[config.mk]
export PLATFORM = sky130hd
export DESIGN_NAME = cmd_proc
export DESIGN_NICKNAME = d
export VERILOG_FILES = /design/src/rtl/cmd_pkg.sv /design/src/rtl/cmd_proc.sv
export SDC_FILE = /design/constraint.sdc
export NUM_CORES = 1
export LEC_CHECK = 0
export ABC_AREA = 1
export CAP_MARGIN = 30
export CELL_PAD_IN_SITES_DETAIL_PLACEMENT = 0
export CELL_PAD_IN_SITES_GLOBAL_PLACEMENT = 2
export CORE_ASPECT_RATIO = 0.6
export CORE_MARGIN = 2
export CORE_UTILIZATION = 27
export CTS_BUF_LIST = sky130_fd_sc_hd__clkbuf_4 sky130_fd_sc_hd__clkbuf_8
export DETAILED_ROUTE_END_ITERATION = 16
export GPL_TIMING_DRIVEN = 0
export PLACE_DENSITY_LB_ADDON = 0.1
export SETUP_SLACK_MARGIN = 0.1
export SYNTH_ARGS = -nofsm -noshare
export SYNTH_HDL_FRONTEND = slang
export SYNTH_SLANG_ARGS = --single-unit
[constraint.sdc]
create_clock -name clk -period 2.1 [get_ports clk]
set_clock_uncertainty 0.05 [all_clocks]
set_input_delay 0.21 -clock clk [delete_from_list [all_inputs] [get_ports clk]]
set_output_delay 0.21 -clock clk [all_outputs]
set_load 0.03 [all_outputs]
[src/rtl/cmd_pkg.sv]
// Shared types and constants for the oscilloscope command processor.
package cmd_pkg;

  typedef enum logic [7:0] {
    OP_DUMP     = 8'h01,
    OP_GAIN     = 8'h02,
    OP_TRIG_LVL = 8'h03,
    OP_DEC      = 8'h04,
    OP_TRIG_CFG = 8'h05
  } opcode_t;

  typedef enum logic [2:0] {
    IDLE, SEND_RSP, WAIT_RSP, RD, RDW, SEND_SMP, WAIT_SMP
  } state_t;

  localparam logic [7:0] ACK = 8'hA5;
  localparam logic [7:0] NAK = 8'hEE;

  localparam logic [2:0] GAIN_RST     = 3'h2;
  localparam logic [7:0] TRIG_LVL_RST = 8'h80;
  localparam logic [5:0] TRIG_CFG_RST = 6'h00;
  localparam logic [3:0] DEC_RST      = 4'h0;

endpackage

[src/rtl/cmd_proc.sv]
// Decodes UART commands: config writes answered with ACK/NAK, DUMP streams
// one channel's capture RAM out byte by byte. Sole driver of the UART tx side.
module cmd_proc
  import cmd_pkg::*;
#(
  parameter int DEPTH  = 512,
  parameter int ADDR_W = 9
) (
  input  logic              clk,
  input  logic              rst_n,
  input  logic              cmd_rdy,
  input  logic [23:0]       cmd,
  output logic              clr_cmd_rdy,
  output logic              trmt,
  output logic [7:0]        tx_data,
  input  logic              tx_done,
  output logic [1:0]        ram_ch,
  output logic [ADDR_W-1:0] ram_addr,
  output logic              ram_rd,
  input  logic [7:0]        ram_rdata,
  output logic [2:0]        gain1,
  output logic [2:0]        gain2,
  output logic [2:0]        gain3,
  output logic [7:0]        trig_lvl,
  output logic [5:0]        trig_cfg,
  output logic [3:0]        decimator
);

  localparam logic [ADDR_W-1:0] LAST_ADDR = ADDR_W'(DEPTH - 1);

  state_t     state;
  opcode_t    op;
  logic [1:0] ch;
  logic       legal_dump, legal_wr;

  always_comb begin
    op         = opcode_t'(cmd[23:16]);
    ch         = cmd[9:8];
    legal_dump = (op == OP_DUMP) && (ch != 2'd0);
    legal_wr   = ((op == OP_GAIN) && (ch != 2'd0)) || (op == OP_TRIG_LVL) ||
                 (op == OP_DEC) || (op == OP_TRIG_CFG);
  end

  // trmt and ram_rd are raised on entry to SEND_*/RD so each is high for
  // exactly the cycle spent in that state; RDW then sees valid ram_rdata.
  always_ff @(posedge clk or negedge rst_n) begin
    if (!rst_n) begin
      state       <= IDLE;
      clr_cmd_rdy <= 1'b0;
      trmt        <= 1'b0;
      tx_data     <= 8'h00;
      ram_ch      <= 2'd1;
      ram_addr    <= '0;
      ram_rd      <= 1'b0;
      gain1       <= GAIN_RST;
      gain2       <= GAIN_RST;
      gain3       <= GAIN_RST;
      trig_lvl    <= TRIG_LVL_RST;
      trig_cfg    <= TRIG_CFG_RST;
      decimator   <= DEC_RST;
    end else begin
      clr_cmd_rdy <= 1'b0;
      trmt        <= 1'b0;
      ram_rd      <= 1'b0;
      unique case (state)
        IDLE: if (cmd_rdy) begin
          clr_cmd_rdy <= 1'b1;
          if (legal_dump) begin
            ram_ch   <= ch;
            ram_addr <= '0;
            ram_rd   <= 1'b1;
            state    <= RD;
          end else begin
            if (legal_wr) begin
              unique case (op)
                OP_GAIN: begin
                  if (ch == 2'd1) gain1 <= cmd[2:0];
                  if (ch == 2'd2) gain2 <= cmd[2:0];
                  if (ch == 2'd3) gain3 <= cmd[2:0];
                end
                OP_TRIG_LVL: trig_lvl  <= cmd[7:0];
                OP_DEC:      decimator <= cmd[3:0];
                OP_TRIG_CFG: trig_cfg  <= cmd[5:0];
                default: ;
              endcase
            end
            tx_data <= legal_wr ? ACK : NAK;
            trmt    <= 1'b1;
            state   <= SEND_RSP;
          end
        end
        SEND_RSP: state <= WAIT_RSP;
        // tx_done is still stale during the trmt cycle; only look at it here
        WAIT_RSP: if (tx_done) state <= IDLE;
        RD:       state <= RDW;
        RDW: begin
          tx_data <= ram_rdata;
          trmt    <= 1'b1;
          state   <= SEND_SMP;
        end
        SEND_SMP: state <= WAIT_SMP;
        WAIT_SMP: if (tx_done) begin
          if (ram_addr == LAST_ADDR) begin
            state <= IDLE;
          end else begin
            ram_addr <= ram_addr + 1'b1;
            ram_rd   <= 1'b1;
            state    <= RD;
          end
        end
        default: state <= IDLE;
      endcase
    end
  end

endmodule

==> flow_summary.json, run 1 <==
{
  "yosysTopAreaCell": "dfrtp_1",
  "ys_warn_count": 0,
  "final_nets": 409,
  "met2_usage_pct": 18.2,
  "clockRootBuffer": "clkbuf_8",
  "placement.io_buffers": 78,
  "synth_seq_cells": 52,
  "ios": 85,
  "synth_top_cells_by_count": "nand2_1 (79), dfrtp_1 (47), nor2_1 (32), inv_1 (31), nand3_1 (18)",
  "via_per_inst": 4.28,
  "slew_headroom_pct": 65.4,
  "crit_type": "flop to flop",
  "synthArstFlopShare_pct": 100,
  "hold_path_class": "input pin to async pin",
  "p_total_mw": 3.26,
  "drv_slew": 0,
  "cap_violations": 0,
  "hpwlAfterDp_mm": 4.95,
  "initial_core_util_pct": 27.6,
  "htree_levels": 2,
  "path_max_fanout": 10,
  "drive_gt1_share_pct": 12.9,
  "synthFlopType": "dfrtp_1",
  "grt_util_met3_pct": 4.18,
  "setup_viol": 0,
  "place_congestion": 0.757,
  "core-area_mm2": 0.00912,
  "grt_pass1_wl_mm": 10.5,
  "use_met1_pct": 20.6,
  "rsz0062_at_grt": "false",
  "synth.cell_area_mm2": 0.00252,
  "fin_cells": 488,
  "num_vias": 2090,
  "worstSkewPairLatency_ns": 0.31,
  "grt_pass1_vias": 1977,
  "drc": 0,
  "leakagePower_nw": 1.83,
  "tns_ns": 0,
  "ys_top_cells_by_area": "dfrtp_1 (47%), nand2_1 (12%), dfstp_2 (5.2%), nor2_1 (4.8%), inv_1 (4.6%)",
  "area.growth.synth_to_final_pct": 43.1,
  "die_area_mm2": 0.0101,
  "synthesis.nets": 320,
  "place_inst": 477,
  "slowest_delay_ns": 0.37,
  "ant_nets": 0,
  "cts_tree": "built",
  "synth.distinct_cells": 28,
  "grt_antenna_before_repair": 0,
  "die_h_um": 78.8,
  "ir_worst_vdd_mv": 0.538,
  "track_usage_pct": 13.4,
  "clkTransAtPathRegs_ns": 0.10,
  "firstDrtPassIters": 4,
  "avgSynthCellArea_um2": 8.93,
  "critPathArrivalTime_ns": 2.02,
  "worst_setup_path_start_kind": "flop",
  "drt-initial-drc-count": 84,
  "status": "completed",
  "max_freq_mhz": 538,
  "rows": 27,
  "drt-wirelength-per-cell_um": 13.4,
  "cts_made_buffers": 5,
  "worst_slew_pin_slew_ns": 0.515,
  "grt_overflow": 0,
  "cts_sinks": 52,
  "diodes": 0,
  "n_fill_cell": 924,
  "hold_viol": 0,
  "crit_path_top_delay_cell": "dfrtp_1",
  "die_x_um": 129,
  "grt_max_degree": 35,
  "yosysTopAreaCellShare_pct": 46.7,
  "ys_seq_area_share_pct": 51.9,
  "end_kind": "flop",
  "synth_edf_count": 0,
  "grt.busiest_layer": "met1",
  "reg2reg_slack_ns": 0.24,
  "ff2ff_path_depth": 10,
  "yosysMostFrequentCell": "nand2_1",
  "routed_wl_mm": 6.54,
  "power_density_mw_per_mm2": 906,
  "crit_required_ns": 2.26,
  "clockBufferDepth": 2,
  "syn-instance-count": 282,
  "finalCritPeriodShare_pct": 88.5,
  "path_cells": "ha_1, nand3_2, nor4_4, ha_2, nor2_8, nand2_2, nand2_4, buf_8, nand3_1, nand2_1",
  "period_minus_slack_ns": 1.86
}
[where the power goes]
part / internal [mW] / total [mW] / switching, mW
registers: 1.17 / 1.30 / 0.125
logic: 0.532 / 1.36 / 0.827
clock network: 0.251 / 0.609 / 0.358
total: 1.95 / 3.26 / 1.31
[what timing repair did]
action	CTS	global route
setup buffers	2	0
setup endpoints to repair	11	9
resized for setup	5	0
pin swaps	2	2
endpoints found under the hold margin	17	0
hold buffers	1	0
[per-stage QoR]
stage / cell area, µm² / worst slack [ns] / util, % / hold slack [ns]
after floorplan: 2520 / 0.147 / - / -0.136
after global placement: 3440 / -1.03 / 37.8 / 0.402
after detailed placement: 3460 / -0.0716 / 37.9 / 0.156
after CTS: 3600 / 0.129 / 39.5 / 0.333
after global routing: 3600 / 0.112 / 39.5 / 0.374
final: 3600 / 0.241 / 39.5 / 0.323
[registers in the layout, indices dropped and copies added (netlist names), 3 cells and up]
register   cells
gain2          3
state          3
trig_lvl       8
gain3          3
tx_data        8
gain1          3
ram_addr       9
trig_cfg       6
decimator      4
[final cells by class]
cell class                      instances  area, µm²  share of cell area (%)
Multi-Input combinational cell        194       1070                    29.8
Inverter                               32        124                    3.44
Tap cell                              116        145                    4.03
Clock buffer                            6       76.3                    2.12
Buffer                                  4       38.8                    1.08
Timing Repair Buffer                   82        821                    22.8
Clock inverter                          2       16.3                   0.452
Sequential cell                        52       1310                    36.3
[worst max-delay path, delay by kind of cell, from the launching register on]
family,cells,cell delay (ns)
buf+inv,1,0.15
fa+ha+maj,2,0.50
flops,1,0.37
simple gates,7,0.68
[placed cells by master (no fill, tap or decap), types with 2 or more instances in the layout]
master	instances
nor3_1	4
clkdlybuf4s50_1	77
nand3_1	17
nand2_1	79
xor2_1	5
mux2i_1	4
inv_1	30
nand2_4	5
nand4_1	10
clkbuf_8	5
buf_4	3
or2_2	2
o21ai_0	13
nor2_8	3
dfrtp_1	47
nor2_4	2
nor2_1	32
mux2_2	8
buf_2	2
clkinvlp_4	2
a21oi_1	2
dfstp_2	5
[path summary, 6_finish.rpt]
path,to,start
max,ram_addr[8],ram_addr[0]
min,tx_data[2],rst_n
max reg2reg,ram_addr[8],ram_addr[0]
min reg2reg,gain3[1],gain3[1]
max in group asynchronous,gain3[1],rst_n
min in group clk,tx_data[4],ram_rdata[4]
[metal layers]
metal,share of wire (%),wire [µm],vias to the layer above
li1,-,-,1079
met1,55,3570,955
met2,39,2530,52
met3,6.1,401,4
met4,0.66,43,0
met5,0,0,-
[cell families after synthesis]
group / count (synthesis) / share of synthesized area [%]
compound gates: 16 / 3.33
simple gates: 159 / 30.5
mux: 12 / 5.17
buf+inv: 36 / 6.31
fa+ha+maj: 2 / 0.994
xor+xnor: 5 / 1.74
flops: 52 / 51.9
(Power assumes the default switching activity.)
==> run 2: changes to the inputs <==
CTS_BUF_LIST = sky130_fd_sc_hd__clkbuf_8   (was sky130_fd_sc_hd__clkbuf_4 sky130_fd_sc_hd__clkbuf_8)
MAX_ROUTING_LAYER = met4   (was unset)
==> flow_summary.json, run 2 (synthesis gave the netlist of run 1 again) <==
{
  "ir_worst_vdd_mv": 0.538,
  "hold_path_class": "input pin to async pin",
  "grt_max_degree": 35,
  "top_register": "ram_addr",
  "path_max_fanout": 10,
  "reg2reg_slack_ns": 0.24,
  "num_vias": 2105,
  "rows": 27,
  "placement.io_buffers": 78,
  "drt-initial-drc-count": 94,
  "ant_nets": 0,
  "clockBufferDepth": 2,
  "power_frac_seq_pct": 39.9,
  "initial_core_util_pct": 27.6,
  "ff2ff_path_depth": 10,
  "slowest_delay_ns": 0.37,
  "path_cells": "ha_1, nand3_2, nor4_4, ha_2, nor2_8, nand2_2, nand2_4, buf_8, nand3_1, nand2_1",
  "cts_tree": "built",
  "slew_headroom_pct": 64.2,
  "rsz0062_at_grt": "false",
  "clockRootBuffer": "clkbuf_8",
  "crit_path_top_delay_cell": "dfrtp_1",
  "power.switching_mw": 1.31,
  "track_usage_pct": 13.8,
  "htree_levels": 2,
  "power_density_mw_per_mm2": 903,
  "worstSkewPairLatency_ns": 0.32,
  "final_nets": 409,
  "routed_wl_mm": 6.55,
  "grt_overflow": 0,
  "tns_ns": 0,
  "crit_required_ns": 2.26,
  "firstDrtPassIters": 4,
  "grt_pass1_wl_mm": 10.5,
  "combPwrFrac_pct": 41.8,
  "reg_top3": "ram_addr: 9 flops, trig_lvl: 8 flops, tx_data: 8 flops",
  "grt_pass1_vias": 1982,
  "ios": 85,
  "p_total_mw": 3.25,
  "n_fill_cell": 925,
  "hpwlAfterDp_mm": 4.95,
  "power_frac_clock_pct": 18.3,
  "leakagePower_nw": 1.83,
  "layout_common_cells": "nand2_1 (79), clkdlybuf4s50_1 (77), dfrtp_1 (47)",
  "die_x_um": 129,
  "critPathBufInv": 1,
  "end_kind": "flop",
  "worst_slew_pin_slew_ns": 0.533,
  "drive_gt1_share_pct": 12.6,
  "critPathArrivalTime_ns": 2.01,
  "hold_viol": 0,
  "cts_sinks": 52,
  "diodes": 0,
  "final_common_cell": "nand2_1",
  "timing.rr.end": "ram_addr[8]",
  "setup_viol": 0,
  "path_delay_family": "simple AND/OR/NAND/NOR gates",
  "worst_setup_path_start_kind": "flop",
  "clkTransAtPathRegs_ns": 0.10,
  "r2r_start": "ram_addr[0]",
  "drc": 0,
  "status": "completed",
  "max_freq_mhz": 538,
  "switching_share_pct": 40.4,
  "place_congestion": 0.767,
  "largest_register_ffs": 9,
  "cts_made_buffers": 5,
  "core-area_mm2": 0.00912,
  "finalCritPeriodShare_pct": 88.5,
  "die_area_mm2": 0.0101,
  "period_minus_slack_ns": 1.86,
  "die_h_um": 78.8,
  "grt_antenna_before_repair": 0,
  "drv_slew": 0,
  "drt-wirelength-per-cell_um": 13.4,
  "internal_power_mw": 1.94,
  "crit_type": "flop to flop",
  "via_per_inst": 4.31,
  "cap_violations": 0,
  "area.growth.synth_to_final_pct": 42.9
}
-- run 2: routing by layer --
metal / GRT usage (%) / part of all wire [%]
met5: - / 0
met4: 2.93 / 0.66
met2: 18.3 / 39
met3: 3.64 / 5.7
met1: 20.9 / 55
-- run 2: worst max path at each step --
stage	to	startpoint	cells after the start
floorplan	ram_addr[4]	ram_addr[0]	10
global placement	ram_rd	rst_n	1
detailed placement	ram_addr[8]	ram_addr[0]	10
CTS	ram_addr[8]	ram_addr[0]	10
global route	ram_addr[2]	ram_addr[0]	10
finish	ram_addr[8]	ram_addr[0]	10
-- run 2: cell type report --
| type | count | area [µm²] | share of cell area (%) |
|---|---|---|---|
| flip-flops and latches | 52 | 1310 | 36.3 |
| multi-input cells | 194 | 1070 | 29.8 |
| repair buffers | 82 | 821 | 22.8 |
| well taps | 116 | 145 | 4.03 |
| inverters | 32 | 124 | 3.44 |
| clock buffers | 5 | 68.8 | 1.91 |
| plain buffers | 4 | 38.8 | 1.08 |
| clock inverters | 3 | 20.0 | 0.556 |
-- run 2: power by group through the flow --
stage / sequential [mW] / clock [mW] / combinational [mW]
2_1_floorplan: 1.59 / 0 / 0.547
3_3_place_gp: 1.33 / 0 / 1.32
3_5_place_dp: 1.33 / 0 / 1.32
4_1_cts: 1.30 / 0.629 / 1.38
5_1_grt: 1.32 / 0.672 / 1.49
6_report: 1.30 / 0.594 / 1.36
-- run 2: repair_timing --
action / CTS / global route
setup endpoints to repair: 11 / 9
resized for setup: 5 / 0
buffers inserted: 2 / 0
pin swaps: 2 / 2
hold buffers: 1 / 0
endpoints found under the hold margin: 17 / 0
-- run 2: metrics by stage --
| stage | utilization [%] | hold slack (ns) | instance area [µm²] | worst slack [ns] | instances |
|---|---|---|---|---|---|
| floorplan | - | -0.136 | 2520 | 0.147 | 282 |
| CTS | 39.5 | 0.333 | 3600 | 0.129 | 488 |
| global route | 39.5 | 0.374 | 3600 | 0.112 | 488 |
| detailed placement | 37.9 | 0.156 | 3460 | -0.0716 | 477 |
| finish | 39.5 | 0.320 | 3600 | 0.242 | 488 |
| global placement | 37.8 | 0.402 | 3440 | -1.03 | 476 |
==> run 3: changes to the inputs <==
clock period = 2 ns   (was 2.1 ns; I/O delays follow)
==> flow_summary.json, run 3 (synthesis gave the netlist of run 1 again) <==
{
  "status": "completed",
  "die_area_mm2": 0.0101,
  "cts_tree": "built",
  "path_delay_family": "buffers and inverters",
  "clkTransAtPathRegs_ns": 0.11,
  "path_max_fanout": 2,
  "grt_antenna_before_repair": 0,
  "slowest_delay_ns": 0.66,
  "cap_violations": 0,
  "worstSkewPairLatency_ns": 0.31,
  "layout.area.seq_mm2": 0.00131,
  "critPathArrivalTime_ns": 1.53,
  "rsz0062_at_grt": "false",
  "drc": 0,
  "rows": 27,
  "htree_levels": 2,
  "drv_slew": 0,
  "end_kind": "output port",
  "die_x_um": 129,
  "track_usage_pct": 13.9,
  "firstDrtPassIters": 4,
  "multiInputGateArea_mm2": 0.00110,
  "area.growth.synth_to_final_pct": 44.6,
  "fin_util_pct": 39.9,
  "critPathBufInv": 1,
  "initial_core_util_pct": 27.6,
  "ir_worst_vdd_mv": 0.510,
  "power_density_mw_per_mm2": 951,
  "grt_overflow": 0,
  "final_nets": 411,
  "drt-wirelength-per-cell_um": 13.1,
  "hold_path_class": "input pin to async pin",
  "setup_viol": 0,
  "max_freq_mhz": 561,
  "crit_path_top_delay_cell": "clkdlybuf4s50_1",
  "drive_gt1_share_pct": 14.4,
  "core-area_mm2": 0.00912,
  "drt-initial-drc-count": 78,
  "num_vias": 2095,
  "reg2reg_slack_ns": 0.25,
  "grt_pass1_vias": 2084,
  "top_register": "ram_addr",
  "cts_sinks": 52,
  "layout_common_cells": "nand2_1 (78), clkdlybuf4s50_1 (77), dfrtp_1 (45)",
  "diodes": 0,
  "via_per_inst": 4.28,
  "die_h_um": 78.8,
  "placement.io_buffers": 78,
  "crit_required_ns": 1.75,
  "path_cells": "clkdlybuf4s50_1",
  "slew_headroom_pct": 65.7,
  "grt_max_degree": 38,
  "routed_wl_mm": 6.42,
  "hpwlAfterDp_mm": 4.87,
  "largest_register_ffs": 9,
  "place_congestion": 0.771,
  "n_fill_cell": 946,
  "period_minus_slack_ns": 1.78,
  "final_common_cell": "nand2_1",
  "design_area_mm2": 0.00364,
  "dpl_cell_area_mm2": 0.00346,
  "worst_setup_path_start_kind": "flop",
  "hold-worst-slack_ns": 0.290,
  "finalCritPeriodShare_pct": 89.1,
  "ios": 85,
  "ant_nets": 0,
  "grt_pass1_wl_mm": 10.7,
  "crit_type": "flop to output port",
  "leakagePower_nw": 1.84,
  "hold_viol": 0,
  "cts_made_buffers": 5,
  "clockBufferDepth": 2,
  "worst_slew_pin_slew_ns": 0.511,
  "clockRootBuffer": "clkbuf_8",
  "reg_top3": "ram_addr: 9 flops, trig_lvl: 8 flops, tx_data: 8 flops"
}
-- run 3: metal layers --
metal	vias to the layer above	track usage, %	wire length, µm	part of all wire, %
met3	8	3.57	315	4.9
met2	47	18.3	2440	38
met1	955	21.0	3610	56
met5	-	-	0	0
met4	0	3.37	57	0.89
li1	1085	-	-	-
-- run 3: final timing paths --
kind                                    from          end  depth (start not counted)
worst max-delay path             trig_lvl[7]  trig_lvl[7]                          1
worst min-delay path                   rst_n   tx_data[7]                          2
worst max register to register   ram_addr[0]  ram_addr[4]                         10
worst min register to register      gain1[1]     gain1[1]                          2
max in group asynchronous              rst_n     gain1[1]                          3
min in group clk                ram_rdata[4]   tx_data[4]                          3
-- run 3: what timing repair did --
| action | 4_1_cts | 5_1_grt |
|---|---|---|
| pin swaps | 2 | 5 |
| resized for setup | 8 | 2 |
| setup buffers | 2 | 2 |
| hold buffers | 1 | 0 |
| cloned | 0 | 0 |
| hold endpoints to repair | 14 | 0 |
| endpoints found under the setup margin | 11 | 9 |
-- run 3: layout make-up --
type                       instances  share of cell area, %
buffer                             4                   1.07
clock buffer                       5                   1.89
clock inverter                     3                  0.619
inverter                          32                   3.40
multi-input combinational        194                   30.1
sequential                        52                   36.0
tap                              116                   3.99
timing repair buffer              84                   23.0
-- run 3: where the power goes --
part	internal, mW	switching (mW)	leakage, nW	total [mW]
Combinational	0.580	0.874	1.12	1.45
Clock	0.252	0.387	0.0485	0.640
Sequential	1.23	0.136	0.675	1.37
Total	2.07	1.40	1.84	3.46
-- run 3: through the flow --
stage	power, mW	instances	setup TNS [ns]	worst slack (ns)
finish	3.46	490	0	0.219
global route	3.71	490	0	0.102
CTS	3.52	488	0	0.132
detailed placement	2.79	477	-1.21	-0.165
global placement	2.79	476	-55.51	-1.30
floorplan	2.24	282	0	0.154
